<file path="src/rtl/uart_tx.sv">
// uart_tx: byte-wide valid/ready write port with a one-entry holding register,
// serialized onto uart_txd as an async frame (8N1 / 8N2 / 8E1 / 8O1).
module uart_tx #(
    parameter int CLK_FREQ  = 100000000,
    parameter int BAUD_RATE = 115200
) (
    input  logic       clk,
    input  logic       rst,
    input  logic [7:0] uart_wr_data,
    input  logic       uart_wr_valid,
    output logic       uart_wr_ready,
    input  logic [1:0] uart_mode,
    output logic       uart_txd
);
    localparam int CLKS_PER_BIT = CLK_FREQ / BAUD_RATE;
    localparam int TW = (CLKS_PER_BIT < 2) ? 1 : $clog2(CLKS_PER_BIT);
    localparam logic [TW-1:0] LAST_TICK = TW'(CLKS_PER_BIT - 1);

    if (CLKS_PER_BIT < 2) begin : g_bad_cpb
        $error("uart_tx: CLKS_PER_BIT must be at least 2");
    end

    typedef enum logic [2:0] {
        S_IDLE,
        S_START,
        S_DATA,
        S_PARITY,
        S_STOP
    } state_t;

    state_t        state_q, state_d;
    logic [TW-1:0] timer_q, timer_d;
    logic [2:0]    bit_idx_q, bit_idx_d;
    logic          stop_idx_q, stop_idx_d;
    logic [7:0]    shift_q, shift_d;
    logic [1:0]    mode_q, mode_d;
    logic          parity_q, parity_d;
    logic [7:0]    hold_q, hold_d;
    logic          hold_full_q, hold_full_d;
    logic          ready_q, ready_d;
    logic          txd_q, txd_d;
    logic          tick;
    logic          load;

    assign uart_wr_ready = ready_q;
    assign uart_txd      = txd_q;

    // State register: every flop, synchronous reset to an idle line.
    always_ff @(posedge clk) begin
        if (rst) begin
            state_q     <= S_IDLE;
            timer_q     <= '0;
            bit_idx_q   <= '0;
            stop_idx_q  <= 1'b0;
            shift_q     <= '0;
            mode_q      <= '0;
            parity_q    <= 1'b0;
            hold_q      <= '0;
            hold_full_q <= 1'b0;
            ready_q     <= 1'b0;
            txd_q       <= 1'b1;
        end else begin
            state_q     <= state_d;
            timer_q     <= timer_d;
            bit_idx_q   <= bit_idx_d;
            stop_idx_q  <= stop_idx_d;
            shift_q     <= shift_d;
            mode_q      <= mode_d;
            parity_q    <= parity_d;
            hold_q      <= hold_d;
            hold_full_q <= hold_full_d;
            ready_q     <= ready_d;
            txd_q       <= txd_d;
        end
    end

    // Next state: bit timer, frame sequencing, holding register and frame load.
    always_comb begin
        state_d     = state_q;
        timer_d     = timer_q;
        bit_idx_d   = bit_idx_q;
        stop_idx_d  = stop_idx_q;
        shift_d     = shift_q;
        mode_d      = mode_q;
        parity_d    = parity_q;
        hold_d      = hold_q;
        hold_full_d = hold_full_q;
        load        = 1'b0;
        tick        = (timer_q == LAST_TICK);

        // Timer only runs while a frame is on the line; it sits at 0 in IDLE.
        if (state_q != S_IDLE) begin
            timer_d = tick ? '0 : timer_q + 1'b1;
        end

        case (state_q)
            S_IDLE: load = hold_full_q;
            S_START: begin
                if (tick) begin
                    state_d   = S_DATA;
                    bit_idx_d = '0;
                end
            end
            S_DATA: begin
                if (tick) begin
                    shift_d   = {1'b0, shift_q[7:1]};
                    bit_idx_d = bit_idx_q + 1'b1;
                    if (bit_idx_q == 3'd7) begin
                        state_d    = mode_q[1] ? S_PARITY : S_STOP;
                        stop_idx_d = 1'b0;
                    end
                end
            end
            S_PARITY: begin
                if (tick) begin
                    state_d    = S_STOP;
                    stop_idx_d = 1'b0;
                end
            end
            S_STOP: begin
                if (tick) begin
                    if (mode_q == 2'b01 && !stop_idx_q) begin
                        stop_idx_d = 1'b1;
                    end else if (hold_full_q) begin
                        // Chain straight into the next start bit, no idle cycle.
                        load = 1'b1;
                    end else begin
                        state_d = S_IDLE;
                    end
                end
            end
            default: state_d = S_IDLE;
        endcase

        // Frame load: mode is captured here so mid-frame changes wait a frame.
        if (load) begin
            state_d     = S_START;
            timer_d     = '0;
            shift_d     = hold_q;
            mode_d      = uart_mode;
            parity_d    = (^hold_q) ^ uart_mode[0];
            hold_full_d = 1'b0;
        end

        // ready_q is low whenever hold is full, so accept never collides with load.
        if (uart_wr_valid && ready_q) begin
            hold_d      = uart_wr_data;
            hold_full_d = 1'b1;
        end
    end

    // Outputs: registered line level from the next state, ready from next fill.
    always_comb begin
        txd_d = 1'b1;
        case (state_d)
            S_START:  txd_d = 1'b0;
            S_DATA:   txd_d = shift_d[0];
            S_PARITY: txd_d = parity_d;
            default:  txd_d = 1'b1;
        endcase
        ready_d = ~hold_full_d;
    end

endmodule

</file>
<file path="config.mk">
export PLATFORM = sky130hd
export DESIGN_NAME = uart_tx
export DESIGN_NICKNAME = d
export VERILOG_FILES = /design/src/rtl/uart_tx.sv
export SDC_FILE = /design/constraint.sdc
export NUM_CORES = 1
export LEC_CHECK = 0
export BUFFER_PORTS_ARGS = -buffer_cell sky130_fd_sc_hd__clkbuf_2
export CAP_MARGIN = 20
export CORE_UTILIZATION = 55
export CTS_CLUSTER_DIAMETER = 100
export DETAILED_ROUTE_END_ITERATION = 10
export PLACE_DENSITY = 0.72
export SLEW_MARGIN = 20
export SYNTH_ARGS = -nofsm -noshare
export SYNTH_HDL_FRONTEND = slang
export SYNTH_SLANG_ARGS = --single-unit
</file>
<file path="constraint.sdc">
create_clock -name clk -period 4.56 [get_ports clk]
set_input_delay 0.456 -clock clk [delete_from_list [all_inputs] [get_ports clk]]
set_output_delay 0.456 -clock clk [all_outputs]
set_load 0.05 [all_outputs]
</file>
==> flow_metrics.py <==
metrics = {
    "hold_path": {
        "hp-class": "primary input to flip-flop",
        "hold-path-cell-count": 3,
    },
    "timing": {
        "fin_skew_ns": 0.009262,
        "hold_viol": 0,
        "min_period_ns": 2.656,
        "finalSetupViolCount": 0,
        "maxSlewHeadroom": 0.4542,
        "period_share": 0.5824,
        "rsz0062_at_grt": "false",
        "setup_tns_ns": 0,
        "worst_pin_slew_ns": 0.8163,
        "setup_slack_ns": 1.904,
        "drv_slew": 0,
        "fmax_mhz": 376.5,
    },
    "power_and_ir_drop": {
        "sw_frac_of_total": 0.2669,
        "clkPwrFrac": 0.295,
        "power.density_nw_per_um2": 295.1,
        "power.leakage_nw": 0.7463,
        "peakVddDrop_mv": 0.1790,
        "seq_power_share": 0.606,
        "internal_power_uw": 436.0,
        "switching_power_uw": 158.8,
        "combPwrFrac": 0.099,
    },
    "drt": {
        "drc": 0,
        "wirelength_um": 3714,
        "wl_per_cell_um": 13.96,
        "drt_iter0_drc": 51,
        "viasPerCell": 5.628,
        "num_vias": 1497,
        "ant_nets": 0,
        "drt-pass1-iter-count": 4,
    },
    "global_routing": {
        "grt_pass1_wl_um": 6327,
        "antenna_found_initial": 0,
        "grt.total_usage": 0.2366,
        "grt_pass1_vias": 1477,
        "gr-total-overflow": 0,
        "grt_max_degree": 33,
    },
    "yosys": {
        "synth_seq_cells": 39,
        "ys_types": 45,
        "yosysWarnings": 0,
        "yosysSeqAreaShare": 0.4119,
        "syn_nets": 227,
        "syn_area_per_cell_um2": 8.984,
        "synth_cells": 211,
        "netlist_area_um2": 1896,
    },
    "clocking": {
        "cts_setup_buffers": 0,
        "clock_latency_ns": 0.35,
        "cts_buffer_depth": 2,
        "cts_sinks": 39,
        "ctsHoldBuffers": 0,
        "clockRootBuffer": "clkbuf_4",
        "htree_num_levels": 2,
        "cts_tree": "done",
        "cts_resized": 0,
        "cts_buffers": 5,
        "clk_pin_slew_ns": 0.12,
    },
    "critical_path": {
        "slowest_stage": "nand3_1",
        "path_delay_family": "simple AND/OR/NAND/NOR gates",
        "critPathMaxStageDelay_ns": 0.66,
        "cp.depth": 6,
        "cp-start-kind": "flip-flop",
        "reg2regPathDepth": 6,
        "crit_fanout": 20,
        "cp.buffers_inverters": 0,
        "worstPathArrival_ns": 2.90,
        "critical_path_class": "flip-flop to flip-flop",
        "crit_chain": "ha_1 > nand4bb_1 > o41ai_2 > nand3_1 > o2111ai_1 > nand4b_1",
        "cp-end-kind": "flip-flop",
        "worst_ep_required_time_ns": 4.80,
    },
    "floorplanning": {
        "pin_count": 15,
        "start_util": 0.6012,
        "rows": 20,
        "core_area_um2": 3153,
        "die_x_um": 60.71,
        "die_area_um2": 3685,
        "die_y_um": 60.71,
    },
    "run_status": {
        "status": "finished clean",
    },
    "cells_and_area": {
        "syn_to_final_growth_pct": 6.336,
        "drive_gt1_frac": 0.1622,
        "final_nets": 237,
        "diodes": 0,
        "final_cells": 266,
    },
    "placed_design": {
        "gp_congestion": 0.8159,
        "port_buffers": 14,
        "hpwl_um": 2657,
        "placed_cells": 258,
        "pre_cts_slack_ns": 1.968,
    },
    "run": {
        "cap_violations": 0,
    },
}
routing by layer:
layer  vias to the layer above  track usage  wire, um
li1                        758            -         -
met1                       703       0.2912      1759
met2                        30       0.3987      1804
met3                         6      0.05330       120
met4                         0       0.1006        29
met5                         -            0         0
final timing paths:
check,startpoint,to,slack (ns)
setup reg to reg,timer_q[0],uart_txd,1.90
hold reg to reg,mode_q[0],mode_q[0],0.47
setup / recovery,timer_q[0],uart_txd,1.90
hold / removal,uart_wr_data[2],hold_q[2],0.32
worst register-to-register path: cells and delay by family (launching register included):
kind | cells | cell delay, ns
compound gates | 2 | 0.88
simple gates | 3 | 1.02
fa+ha+maj | 1 | 0.25
flops | 1 | 0.41
final cells by class:
type                            count  area, um^2
Clock buffer                        6       41.29
Clock inverter                      2       12.51
Fill cell                         316        1137
Inverter                            3       11.26
Multi-Input combinational cell    158        1045
Sequential cell                    39       780.7
Tap cell                           44       55.05
Timing Repair Buffer               14       70.07
power groups by stage:
| stage | Combinational [mW] | Sequential [mW] | Clock [mW] |
|---|---|---|---|
| 6_report | 0.0590 | 0.360 | 0.176 |
| 3_3_place_gp | 0.0566 | 0.367 | 0 |
| 4_1_cts | 0.0591 | 0.360 | 0.179 |
| 3_5_place_dp | 0.0587 | 0.368 | 0 |
| 5_1_grt | 0.0649 | 0.362 | 0.192 |
| 2_1_floorplan | 0.0438 | 0.368 | 0 |
kinds of logic after synthesis:
group | count (synthesis) | synth area share
AOI/OAI and AO/OA | 36 | 0.1426
xor gates and xnor gates | 15 | 0.07657
adders and majority gates | 3 | 0.01980
buffers and inverters | 14 | 0.03696
DFF | 39 | 0.4119
muxes | 8 | 0.04291
and+or+nand+nor | 96 | 0.2693
cells in the mapped netlist (all sizes together):
| master | instances | area [um^2] |
|---|---|---|
| xor2 | 6 | 52.55 |
| a211o | 1 | 8.760 |
| or3b | 1 | 8.760 |
| o31a | 1 | 8.760 |
| a211oi | 8 | 90.08 |
| and3 | 2 | 13.77 |
| nand2b | 3 | 18.77 |
| nand2 | 31 | 116.4 |
| or3 | 6 | 47.54 |
| nor4 | 1 | 21.27 |
| o2111ai | 1 | 8.760 |
| a22oi | 3 | 22.52 |
| nand3 | 3 | 15.01 |
| ha | 3 | 37.54 |
| a21oi | 16 | 80.08 |
| nor3 | 6 | 40.04 |
| nand4b | 1 | 8.760 |
| and2 | 1 | 6.260 |
| nand4bb | 2 | 22.52 |
| nor2 | 28 | 105.1 |
| or2 | 1 | 6.260 |
| nor2b | 1 | 6.260 |
| dfxtp | 39 | 780.8 |
| mux2 | 1 | 11.26 |
| nand4 | 5 | 31.28 |
| clkbuf | 4 | 15.01 |
| o211ai | 1 | 7.510 |
| nand3b | 2 | 27.53 |
| a31oi | 1 | 6.260 |
| xnor2 | 8 | 70.07 |
| mux2i | 7 | 70.07 |
| o21ai | 2 | 10.01 |
| buf | 7 | 43.79 |
| inv | 3 | 11.26 |
| nor3b | 2 | 15.01 |
| o41ai | 1 | 16.27 |
| xnor3 | 1 | 22.52 |
| a2111o | 1 | 11.26 |
sequential cells by signal, indices dropped and copies added (netlist names):
signal / count
hold_full_q: 1
mode_q: 2
hold_q: 8
timer_q: 10
uart_wr_ready: 1
shift_q: 8
uart_txd: 1
state_q: 3
bit_idx_q: 3
stop_idx_q: 1
parity_q: 1
metrics by stage:
stage / hold WS [ns] / area, um^2 / utilization / power, mW
2_1_floorplan: 0.4315 / 1896 / - / 0.4122
5_1_grt: 0.2986 / 2016 / 0.6393 / 0.6184
3_5_place_dp: 0.4531 / 1962 / 0.6222 / 0.4266
4_1_cts: 0.3050 / 2016 / 0.6393 / 0.5982
6_report: 0.3161 / 2016 / 0.6393 / 0.5948
3_3_place_gp: 0.4500 / 1962 / 0.6222 / 0.4240
layout by cell type (no fill, tap or decap), drive strengths merged, types with 3 or more instances in the layout:
| cell | Yosys | routed |
|---|---|---|
| nor2 | 28 | 28 |
| or3 | 6 | 6 |
| nand3 | 3 | 3 |
| nor3 | 6 | 6 |
| nand2 | 31 | 31 |
| inv | 3 | 3 |
| ha | 3 | 3 |
| clkbuf | 4 | 20 |
| a22oi | 3 | 3 |
| nand2b | 3 | 3 |
| mux2i | 7 | 7 |
| nand4 | 5 | 5 |
| xor2 | 6 | 6 |
| dfxtp | 39 | 39 |
| xnor2 | 8 | 8 |
| a21oi | 16 | 16 |
| a211oi | 8 | 8 |
Power figures use the tool's default switching activity.
